==> config.mk <==
export PLATFORM = sky130hd
export DESIGN_NAME = soc_test_monitor
export DESIGN_NICKNAME = d
export VERILOG_FILES = /design/src/rtl/soc_test_monitor.sv
export SDC_FILE = /design/constraint.sdc
export NUM_CORES = 1
export LEC_CHECK = 0
export ABC_CLOCK_PERIOD_IN_PS = 2600
export CORE_MARGIN = 2
export CORE_UTILIZATION = 29
export CTS_CLUSTER_SIZE = 25
export DETAILED_ROUTE_END_ITERATION = 7
export GPL_ROUTABILITY_DRIVEN = 0
export PLACE_DENSITY = 0.6
export SYNTH_ARGS = -nofsm -noshare
export SYNTH_HDL_FRONTEND = slang
export SYNTH_SLANG_ARGS = --single-unit
==> constraint.sdc <==
create_clock -name clk -period 2.6 [get_ports clk]
set_input_delay 0.52 -clock clk [delete_from_list [all_inputs] [get_ports clk]]
set_output_delay 0.52 -clock clk [all_outputs]
set_load 0.005 [all_outputs]
==> src/rtl/soc_test_monitor.sv <==
// soc_test_monitor: run-state tracker with data-window violation capture and optional watchdog.
// Define MON_READ_CHECK_EN to police reads as well as writes.
module soc_test_monitor #(
    parameter int NUM_REGIONS = 2,
    parameter int ADDR_WIDTH  = 32,
    parameter int CNT_WIDTH   = 32,
    parameter int MAX_CYCLES  = 0
) (
    input  logic                              clk,
    input  logic                              rst_n,
    input  logic                              start_i,
    input  logic [NUM_REGIONS*ADDR_WIDTH-1:0] region_base_i,
    input  logic [NUM_REGIONS*ADDR_WIDTH-1:0] region_limit_i,
    input  logic                              data_req_i,
    input  logic                              data_gnt_i,
    input  logic                              data_we_i,
    input  logic [ADDR_WIDTH-1:0]             data_addr_i,
    input  logic                              tests_passed_i,
    input  logic                              tests_failed_i,
    input  logic                              exit_valid_i,
    input  logic [31:0]                       exit_value_i,
    output logic [2:0]                        state_o,
    output logic                              done_o,
    output logic [CNT_WIDTH-1:0]              cycle_cnt_o,
    output logic [CNT_WIDTH-1:0]              viol_cnt_o,
    output logic                              viol_valid_o,
    output logic [ADDR_WIDTH-1:0]             viol_addr_o,
    output logic [31:0]                       exit_code_o
);
    typedef enum logic [2:0] {
        S_IDLE    = 3'd0,
        S_RUN     = 3'd1,
        S_PASS    = 3'd2,
        S_FAIL    = 3'd3,
        S_TIMEOUT = 3'd4
    } state_t;
    state_t                r_state, w_next;
    logic [CNT_WIDTH-1:0]  r_cycle_cnt, r_viol_cnt;
    logic                  r_viol_valid;
    logic [ADDR_WIDTH-1:0] r_viol_addr;
    logic [31:0]           r_exit_code;
    logic                  w_access, w_legal, w_viol, w_wdog, w_exit_cap;
`ifdef MON_READ_CHECK_EN
    logic w_unused_we;
    assign w_unused_we = data_we_i;
    assign w_access    = data_req_i & data_gnt_i;
`else
    assign w_access    = data_req_i & data_gnt_i & data_we_i;
`endif
    // An inverted window (base > limit) can never satisfy both bounds, so it matches nothing.
    always_comb begin
        w_legal = 1'b0;
        for (int k = 0; k < NUM_REGIONS; k++)
            if (data_addr_i >= region_base_i[k*ADDR_WIDTH +: ADDR_WIDTH] &&
                data_addr_i <= region_limit_i[k*ADDR_WIDTH +: ADDR_WIDTH])
                w_legal = 1'b1;
    end
    assign w_viol = (r_state == S_RUN) & w_access & ~w_legal & ~start_i;
    assign w_wdog = (MAX_CYCLES != 0) && (r_cycle_cnt == CNT_WIDTH'(MAX_CYCLES - 1));
    always_comb begin
        w_next     = r_state;
        w_exit_cap = 1'b0;
        if (start_i)
            w_next = S_RUN;
        else if (r_state == S_RUN) begin
            if (tests_failed_i)
                w_next = S_FAIL;
            else if (exit_valid_i && exit_value_i != 32'd0) begin
                w_next     = S_FAIL;
                w_exit_cap = 1'b1;
            end else if (tests_passed_i)
                w_next = S_PASS;
            else if (exit_valid_i) begin
                w_next     = S_PASS;
                w_exit_cap = 1'b1;
            end else if (w_wdog)
                w_next = S_TIMEOUT;
        end
    end
    always_ff @(posedge clk or negedge rst_n) begin
        if (!rst_n) begin
            r_state      <= S_IDLE;
            r_cycle_cnt  <= '0;
            r_viol_cnt   <= '0;
            r_viol_valid <= 1'b0;
            r_viol_addr  <= '0;
            r_exit_code  <= '0;
        end else begin
            r_state <= w_next;
            if (start_i) begin
                r_cycle_cnt  <= '0;
                r_viol_cnt   <= '0;
                r_viol_valid <= 1'b0;
                r_viol_addr  <= '0;
                r_exit_code  <= '0;
            end else begin
                if (r_state == S_RUN && ~&r_cycle_cnt)
                    r_cycle_cnt <= r_cycle_cnt + 1'b1;
                if (w_viol && ~&r_viol_cnt)
                    r_viol_cnt <= r_viol_cnt + 1'b1;
                if (w_viol && !r_viol_valid) begin
                    r_viol_valid <= 1'b1;
                    r_viol_addr  <= data_addr_i;
                end
                if (w_exit_cap)
                    r_exit_code <= exit_value_i;
            end
        end
    end
    assign state_o      = r_state;
    assign done_o       = (r_state == S_PASS) | (r_state == S_FAIL) | (r_state == S_TIMEOUT);
    assign cycle_cnt_o  = r_cycle_cnt;
    assign viol_cnt_o   = r_viol_cnt;
    assign viol_valid_o = r_viol_valid;
    assign viol_addr_o  = r_viol_addr;
    assign exit_code_o  = r_exit_code;
endmodule

==> summary.md, run 1 <==
| Metric | Value |
|---|---|
| Worst R2R End | viol_addr_o[29] |
| Nets | 1879 |
| Clock Pin Slew Worst Setup and Hold Paths | 70 ps |
| Largest family of logic cells by synthesized area | simple AND/OR/NAND/NOR gates |
| Hold Vio Cnt, Final | 0 |
| Fmax achieved | 0.349 GHz |
| Cell Chain, Critical Path | clkdlybuf4s50_1, inv_1, ha_4, a21oi_2, nor2_1, a211oi_2, o21ai_2, a2111o_1, a22o_4, nor2_8, buf_12, buf_12, mux2_4 |
| Relative slew margins | 0.334 |
| Vias per cell | 4.88 |
| Synth unique cells | 61 |
| Power Dens Cells | 363 nW/um2 |
| Largest net degree at the start of global routing | 85 |
| Worst Path Max Fanout | 8 |
| Root Buffer | clkbuf_16 |
| Post-synth EDFFs | 0 |
| Final period util | 1.10 |
| Reg2reg start | state_o[1] |
| Fill cell count | 2960 |
| Crit end category | register |
| Most used cell, CP | buf_12 |
| PortBufs | 332 |
| Core Area | 32600 um2 |
| Syn avg cell area | 8.93 um2 |
| Slowest Stage Delay on Critical Path | 450 ps |
| Post-synth ARST share | 1.00 |
| Final Skew | 20.9 ps |
| Detailed-route via count | 9826 |
| Crit-path slowest cell | clkdlybuf4s50_1 |
| Initial Util | 0.295 |
| Syn-to-layout area delta | 76.8% |
| RSZ-0062 raised after global routing | true |
| Sequential area share after synthesis | 0.341 |
| XOR/XNOR Fraction of Synth Area | 0.0264 |
| Top layer in use | met5 |
| Total GRT Usage | 0.201 |
| Worst Hold Class | in2async |
| Initial DRT Pass Iterations | 4 |
| Antenna violations before repair | 13 |
| H-tree depth | 4 |
| Reg2reg setup slack | 0 ps |
| Final worst path period need | 2860 ps |
| Setup violators final | 64 |
| CTS Buf Count | 17 |
| Die area | 34700 um2 |
| Leakage Power | 8.11 nW |
| DR WL met2 | 18.1 mm |
| Post-Syn Nets | 1409 |
| Failing checks | negative setup slack |
| Synth Area in Adders | 0.169 |
| First-pass GRT wire length | 53.7 mm |
| Area of the mapped netlist | 9620 um2 |
| Post-synthesis simple-gate area fraction | 0.206 |
| Setup Crit Path Kind | in2reg |
| Worst-Margin Slew | 999 ps |
| Die H | 186 um |
| Max-Cap Viols | 0 |
| Clk buf depth | 2 |
| Worst vdd ir | 0.000267 V |
| CTS Hold Bufs | 0 |
| Number of global-route vias before repair | 10000 |
| Layout Utilization | 0.522 |
| Final Max Slew Viols | 0 |
| Routed Antenna Nets | 0 |
| Critical Path RT | 2900 ps |
| Startpoint types | input pin |
| FF-to-FF path depth | 11 |
| Initial DRC Count | 408 |
| Synth warnings | 0 |
| CTS tree | done |
| CP arrival | 3160 ps |
| Mux cell area share after synthesis | 0.0774 |
| Setup ws final | -264 ps |
| # DRC | 0 |
| Compound-cell area share of the yosys netlist | 0.109 |
| Status | complete, but fails checks |
| Metal3 WL | 2.48 mm |
| WL per Instance | 18.0 um |
| # clock sinks | 131 |
| #FFs+latches synth | 131 |
| Hold slack final | 54.4 ps |
| Grt total ovfl | 0 |
| Final wirelength | 36.2 mm |
| Fraction of layout cells with a size suffix above 1 | 0.311 |
| Clk_lat worst skew | 420 ps |
| Ports | 334 |
| Hpwl dp | 26.6 mm |
| Primary FF master, synth | dfrtp_1 |
| Cell Rows | 66 |
| Gate Count Post-Synth | 1078 |
| Die X | 186 um |
| WL met1 | 14.8 mm |
==> critical path, delay by kind of cell <==
kind,cells,cell delay (ps)
AOI/OAI and AO/OA,5,1070
buffers and inverters,4,810
muxes,1,300
adders and majority gates,1,260
and+or+nand+nor,2,220
==> cells in the final DEF, fill, tap and decap left out, types with 20 or more instances in the layout <==
cell type          n
a21oi_1           37
buf_4            121
clkdlybuf4s50_1  199
dfrtp_1          131
dlygate4sd2_1     46
dlymetal6s2s_1    48
ha_1              47
ha_4              80
inv_1             69
inv_2             67
mux2_4            35
mux2i_1           35
nand2_1           68
nand3_1           41
nand4_1           40
nor2_1            94
nor2b_1           39
o21ai_0           20
xor2_1            22
==> metrics by stage <==
stage	area [um2]	power (mW)	instances	setup TNS, ps	worst slack (ps)
after floorplan	9830	2.64	1078	-13960	-320
after global placement	14600	3.39	1944	-78350	-1270
after detailed placement	14600	3.42	1944	-79270	-1290
after CTS	16100	6.12	1991	-14440	-310
after global routing	17000	6.51	2013	-14710	-318
final	17000	6.17	2015	-11160	-264
==> cell families after synthesis <==
family | after synthesis
and+or+nand+nor | 382
buffers and inverters | 168
AOI/OAI and AO/OA | 167
DFF | 131
adders and majority gates | 130
muxes | 70
xor gates and xnor gates | 29
other | 1
==> metal layers <==
metal,vias up,global-route usage
li1,4748,-
met1,4719,0.231
met2,315,0.361
met3,42,0.0543
met4,2,0.0627
met5,-,0
==> state kept, by name (all words and copies together), names as in the netlist <==
register	count
cycle_cnt_o	32
exit_code_o	32
state_o	2
viol_addr_o	32
viol_cnt_o	32
viol_valid_o	1
==> area by class of cell <==
cell class,count,area (um2),share of cell area
Tap cell,442,553,0.0325
Antenna cell,12,30.0,0.00176
Sequential cell,131,3280,0.193
Clock inverter,15,186,0.0110
Timing Repair Buffer,482,4680,0.275
Clock buffer,17,425,0.0250
Inverter,137,531,0.0312
Multi-Input combinational cell,779,7330,0.431
==> worst max-delay path by stage <==
stage	startpoint	end	slack, ps	cells after the start
5_1_grt	region_base_i[25]	viol_addr_o[30]	-320	13
4_1_cts	data_addr_i[0]	viol_addr_o[30]	-310	13
6_report	region_base_i[25]	viol_addr_o[29]	-260	13
3_5_place_dp	data_addr_i[0]	viol_addr_o[1]	-1290	13
2_1_floorplan	data_addr_i[0]	viol_addr_o[10]	-320	11
3_3_place_gp	data_addr_i[0]	viol_addr_o[1]	-1270	13
==> where the power goes <==
part	switching (mW)	internal (mW)	leakage (nW)	total, mW
Sequential	0.0278	2.08	1.81	2.11
Combinational	0.717	0.835	6.01	1.55
Clock	1.13	1.39	0.290	2.51
==> what timing repair did <==
item | 4_1_cts | 5_1_grt
endpoints found under the setup margin | 65 | 65
hold endpoints to repair | 0 | 0
resized for setup | 270 | 258
pin swaps | 97 | 106
cloned | 3 | 2
buffers inserted | 16 | 12
==> cell usage after synthesis, types with 16 or more instances <==
| library cell | instances | area [um2] |
|---|---|---|
| nand2_1 | 69 | 259 |
| ha_1 | 130 | 1630 |
| xor2_1 | 22 | 193 |
| inv_1 | 137 | 514 |
| o21ai_0 | 38 | 190 |
| nand4_1 | 40 | 250 |
| mux2i_1 | 35 | 350 |
| nand3_1 | 45 | 225 |
| nor2b_1 | 40 | 250 |
| a31oi_1 | 20 | 125 |
| and3_1 | 19 | 119 |
| or3_1 | 16 | 100 |
| clkbuf_1 | 16 | 60.1 |
| dfrtp_1 | 131 | 3280 |
| nor2_1 | 98 | 368 |
| mux2_2 | 34 | 383 |
| a21oi_1 | 53 | 265 |
Note: power is estimated with default switching activity, not from simulation.
==> run 2, diff against run 1 <==
--- a/config.mk
+++ b/config.mk
@@ -5,13 +5,13 @@
 export SDC_FILE = /design/constraint.sdc
 export NUM_CORES = 1
 export LEC_CHECK = 0
+export ABC_AREA = 1
 export ABC_CLOCK_PERIOD_IN_PS = 2600
 export CORE_MARGIN = 2
 export CORE_UTILIZATION = 29
 export CTS_CLUSTER_SIZE = 25
 export DETAILED_ROUTE_END_ITERATION = 7
-export GPL_ROUTABILITY_DRIVEN = 0
-export PLACE_DENSITY = 0.6
+export PLACE_DENSITY = 0.59
 export SYNTH_ARGS = -nofsm -noshare
 export SYNTH_HDL_FRONTEND = slang
 export SYNTH_SLANG_ARGS = --single-unit
==> run 2 against run 1 <==
Compared with the run above:
- the run now ends clean
- design area fell by 7.1%
- core utilization shrank 6.5 points
- clock skew decreased by 12 ps
- power is 4.0% lower
- clock-buffer cell count increased by 1
- global-route usage fell by 1.0 points
- setup slack better by 360 ps
- fmax grew 14%
- worst hold slack lost 13 ps
- register-to-register slack improved by 380 ps
- largest cell class unchanged
- highest routed layer is now met4
==> summary.md, run 2 <==
| Metric | Value |
|---|---|
| Sequential area share after synthesis | 0.320 |
| Ports | 334 |
| FF-to-FF path depth | 12 |
| Area of the mapped netlist | 10200 um2 |
| Antenna diodes | 0 |
| Grt total ovfl | 0 |
| Placed inst area | 14600 um2 |
| Primary FF master, synth | dfrtp_1 |
| Placer Congestion | 0.910 |
| DP Worst Slack | -817 ps |
| Final wirelength | 35.9 mm |
| Final Max Slew Viols | 0 |
| Number of global-route vias before repair | 10600 |
| Post-route cell area | 15800 um2 |
| Clk_lat worst skew | 430 ps |
| Setup violators final | 0 |
| Max-Cap Viols | 0 |
| Status | finished clean |
| Setup Crit Path Kind | in2reg |
| Cell Rows | 68 |
| Leading area contributor after synthesis | dfrtp_1 |
| Vias per cell | 4.78 |
| Most used cell, CP | nand2_1 |
| Hold Vio Cnt, Final | 0 |
| Worst vdd ir | 0.000386 V |
| # DRC | 0 |
| Hold slack final | 41.0 ps |
| Routed Antenna Nets | 0 |
| Critical Path RT | 2910 ps |
| CTS Hold Bufs | 0 |
| Commonest non-fill, non-tap cell in the layout | clkdlybuf4s50_1 |
| Final Skew | 8.58 ps |
| Hpwl dp | 27.8 mm |
| Leakage Power | 7.91 nW |
| H-tree depth | 4 |
| Placed Cells | 2239 |
| Most frequent cells in the layout | clkdlybuf4s50_1 (293), nand2_1 (276), inv_1 (235), nand3_1 (169), dfrtp_1 (131) |
| Power Dens Cells | 375 nW/um2 |
| Root Buffer | clkbuf_16 |
| Fin cells | 2279 |
| Cell Chain, Critical Path | clkdlybuf4s50_1, inv_2, ha_4, a21oi_1, nor2_1, nor3_2, nand2_2, a21oi_4, nand2_1, nand2_1, nand2_2, inv_2, nor2_4, buf_12, buf_12, nand3_1, nand2_1 |
| #FFs+latches synth | 131 |
| WL per Instance | 15.7 um |
| Post-Syn Nets | 1748 |
| Top cells by area, synth | dfrtp_1 (32%), ha_1 (16%), nand2_1 (11%), inv_1 (9.1%), nand3_1 (8.4%) |
| Slowest Stage Delay on Critical Path | 470 ps |
| Die area | 36800 um2 |
| Syn-to-layout area delta | 54.3% |
| Crit-path slowest cell | clkdlybuf4s50_1 |
| Antenna violations before repair | 0 |
| Worst Hold Class | in2async |
| Final worst path period need | 2510 ps |
| Setup ws final | 91.8 ps |
| Fmax achieved | 0.399 GHz |
| Worst-Margin Slew | 574 ps |
| Final period util | 0.965 |
| Synth warnings | 0 |
| Post-synth EDFFs | 0 |
| Worst Path Max Fanout | 8 |
| Nets | 2142 |
| PortBufs | 332 |
| Crit end category | register |
| Synth cell count leaders | nand2_1 (289), inv_1 (248), nand3_1 (172), dfrtp_1 (131), ha_1 (130) |
| Layout Utilization | 0.456 |
| Sum of negative setup slack | 0 ps |
| Syn avg cell area | 7.23 um2 |
| First-pass GRT wire length | 55.4 mm |
| CTS tree | done |
| Total GRT Usage | 0.190 |
| Fraction of layout cells with a size suffix above 1 | 0.105 |
| Startpoint types | input pin |
| CP arrival | 2820 ps |
| Largest net degree at the start of global routing | 52 |
| CTS Buf Count | 17 |
| Most frequent cell after synthesis | nand2_1 |
| Relative slew margins | 0.615 |
| # clock sinks | 131 |
| Gate Count Post-Synth | 1417 |
| Detailed-route via count | 10900 |
| Initial DRT Pass Iterations | 5 |
| Top cell type's share of synthesized area | 0.320 |
| Clk buf depth | 2 |
| Post-synth ARST share | 1.00 |
| Clock Pin Slew Worst Setup and Hold Paths | 60 ps |
| Total chip power | 5.93 mW |
| Fill cell count | 3400 |
| Initial Util | 0.296 |
| Die H | 192 um |
| Core Area | 34600 um2 |
| Die X | 192 um |
| Initial DRC Count | 530 |
| Synth unique cells | 38 |
## run 2: changes by cell type in the layout (fill, tap and decap cells not counted), moves of 54 or more
cell	before	now
nand2_1	68	276
inv_1	69	235
nand3_1	41	169
clkdlybuf4s50_1	199	293
ha_1	47	114
ha_4	80	16
inv_2	67	13
## run 2: logic make-up (layout without fill, tap and decap cells)
kind of cell             after synthesis  count (layout)  synth area share
AO/OA/AOI/OAI                        162             162            0.0830
XOR/XNOR                              31              31            0.0265
adder cells (fa/ha/maj)              130             130             0.159
buffers and inverters                291             698             0.110
flip-flops                           131             131             0.320
other                                  1               1          0.000366
AND/OR/NAND/NOR                      671             671             0.301
## run 2: repair_timing
| action | CTS | global route |
|---|---|---|
| buffers inserted | 2 | 1 |
| setup endpoints to repair | 65 | 65 |
| pin swaps | 6 | 34 |
| cloned | 1 | 4 |
| resized for setup | 22 | 92 |
## run 2: path summary, 6_finish.rpt
kind | from | end | slack (ps)
worst max-delay path | region_limit_i[61] | viol_addr_o[21] | 90
worst min-delay path | rst_n | cycle_cnt_o[16] | 40
worst max register to register | viol_cnt_o[0] | viol_cnt_o[26] | 380
worst min register to register | viol_addr_o[8] | viol_addr_o[8] | 510
max in group asynchronous | rst_n | viol_addr_o[4] | 1830
min in group clk | viol_addr_o[8] | viol_addr_o[8] | 510
## run 2: layout make-up
class,instances,area [um2],share of cell area
multi-input combinational,995,6190,0.392
timing repair buffer,416,4210,0.267
sequential,131,3280,0.207
inverter,250,941,0.0595
tap,455,569,0.0360
clock buffer,18,429,0.0272
clock inverter,14,180,0.0114
## run 2: critical path: cells and delay by family
kind	cells	cell delay, ps
simple gates	9	810
fa+ha+maj	1	240
compound gates	2	360
buf+inv	5	880
## run 2: report_power, final
group / switching (mW) / internal [mW] / leakage, nW
Sequential: 0.0280 / 2.08 / 1.81
Clock: 1.00 / 1.52 / 0.285
Combinational: 0.626 / 0.672 / 5.81
## run 2: routing by layer
layer,GRT usage,vias up,part of all wire
li1,-,5456,-
met2,0.332,344,0.49
met4,0.0577,0,0.024
met1,0.226,5042,0.41
met3,0.0524,46,0.080
met5,0,-,0
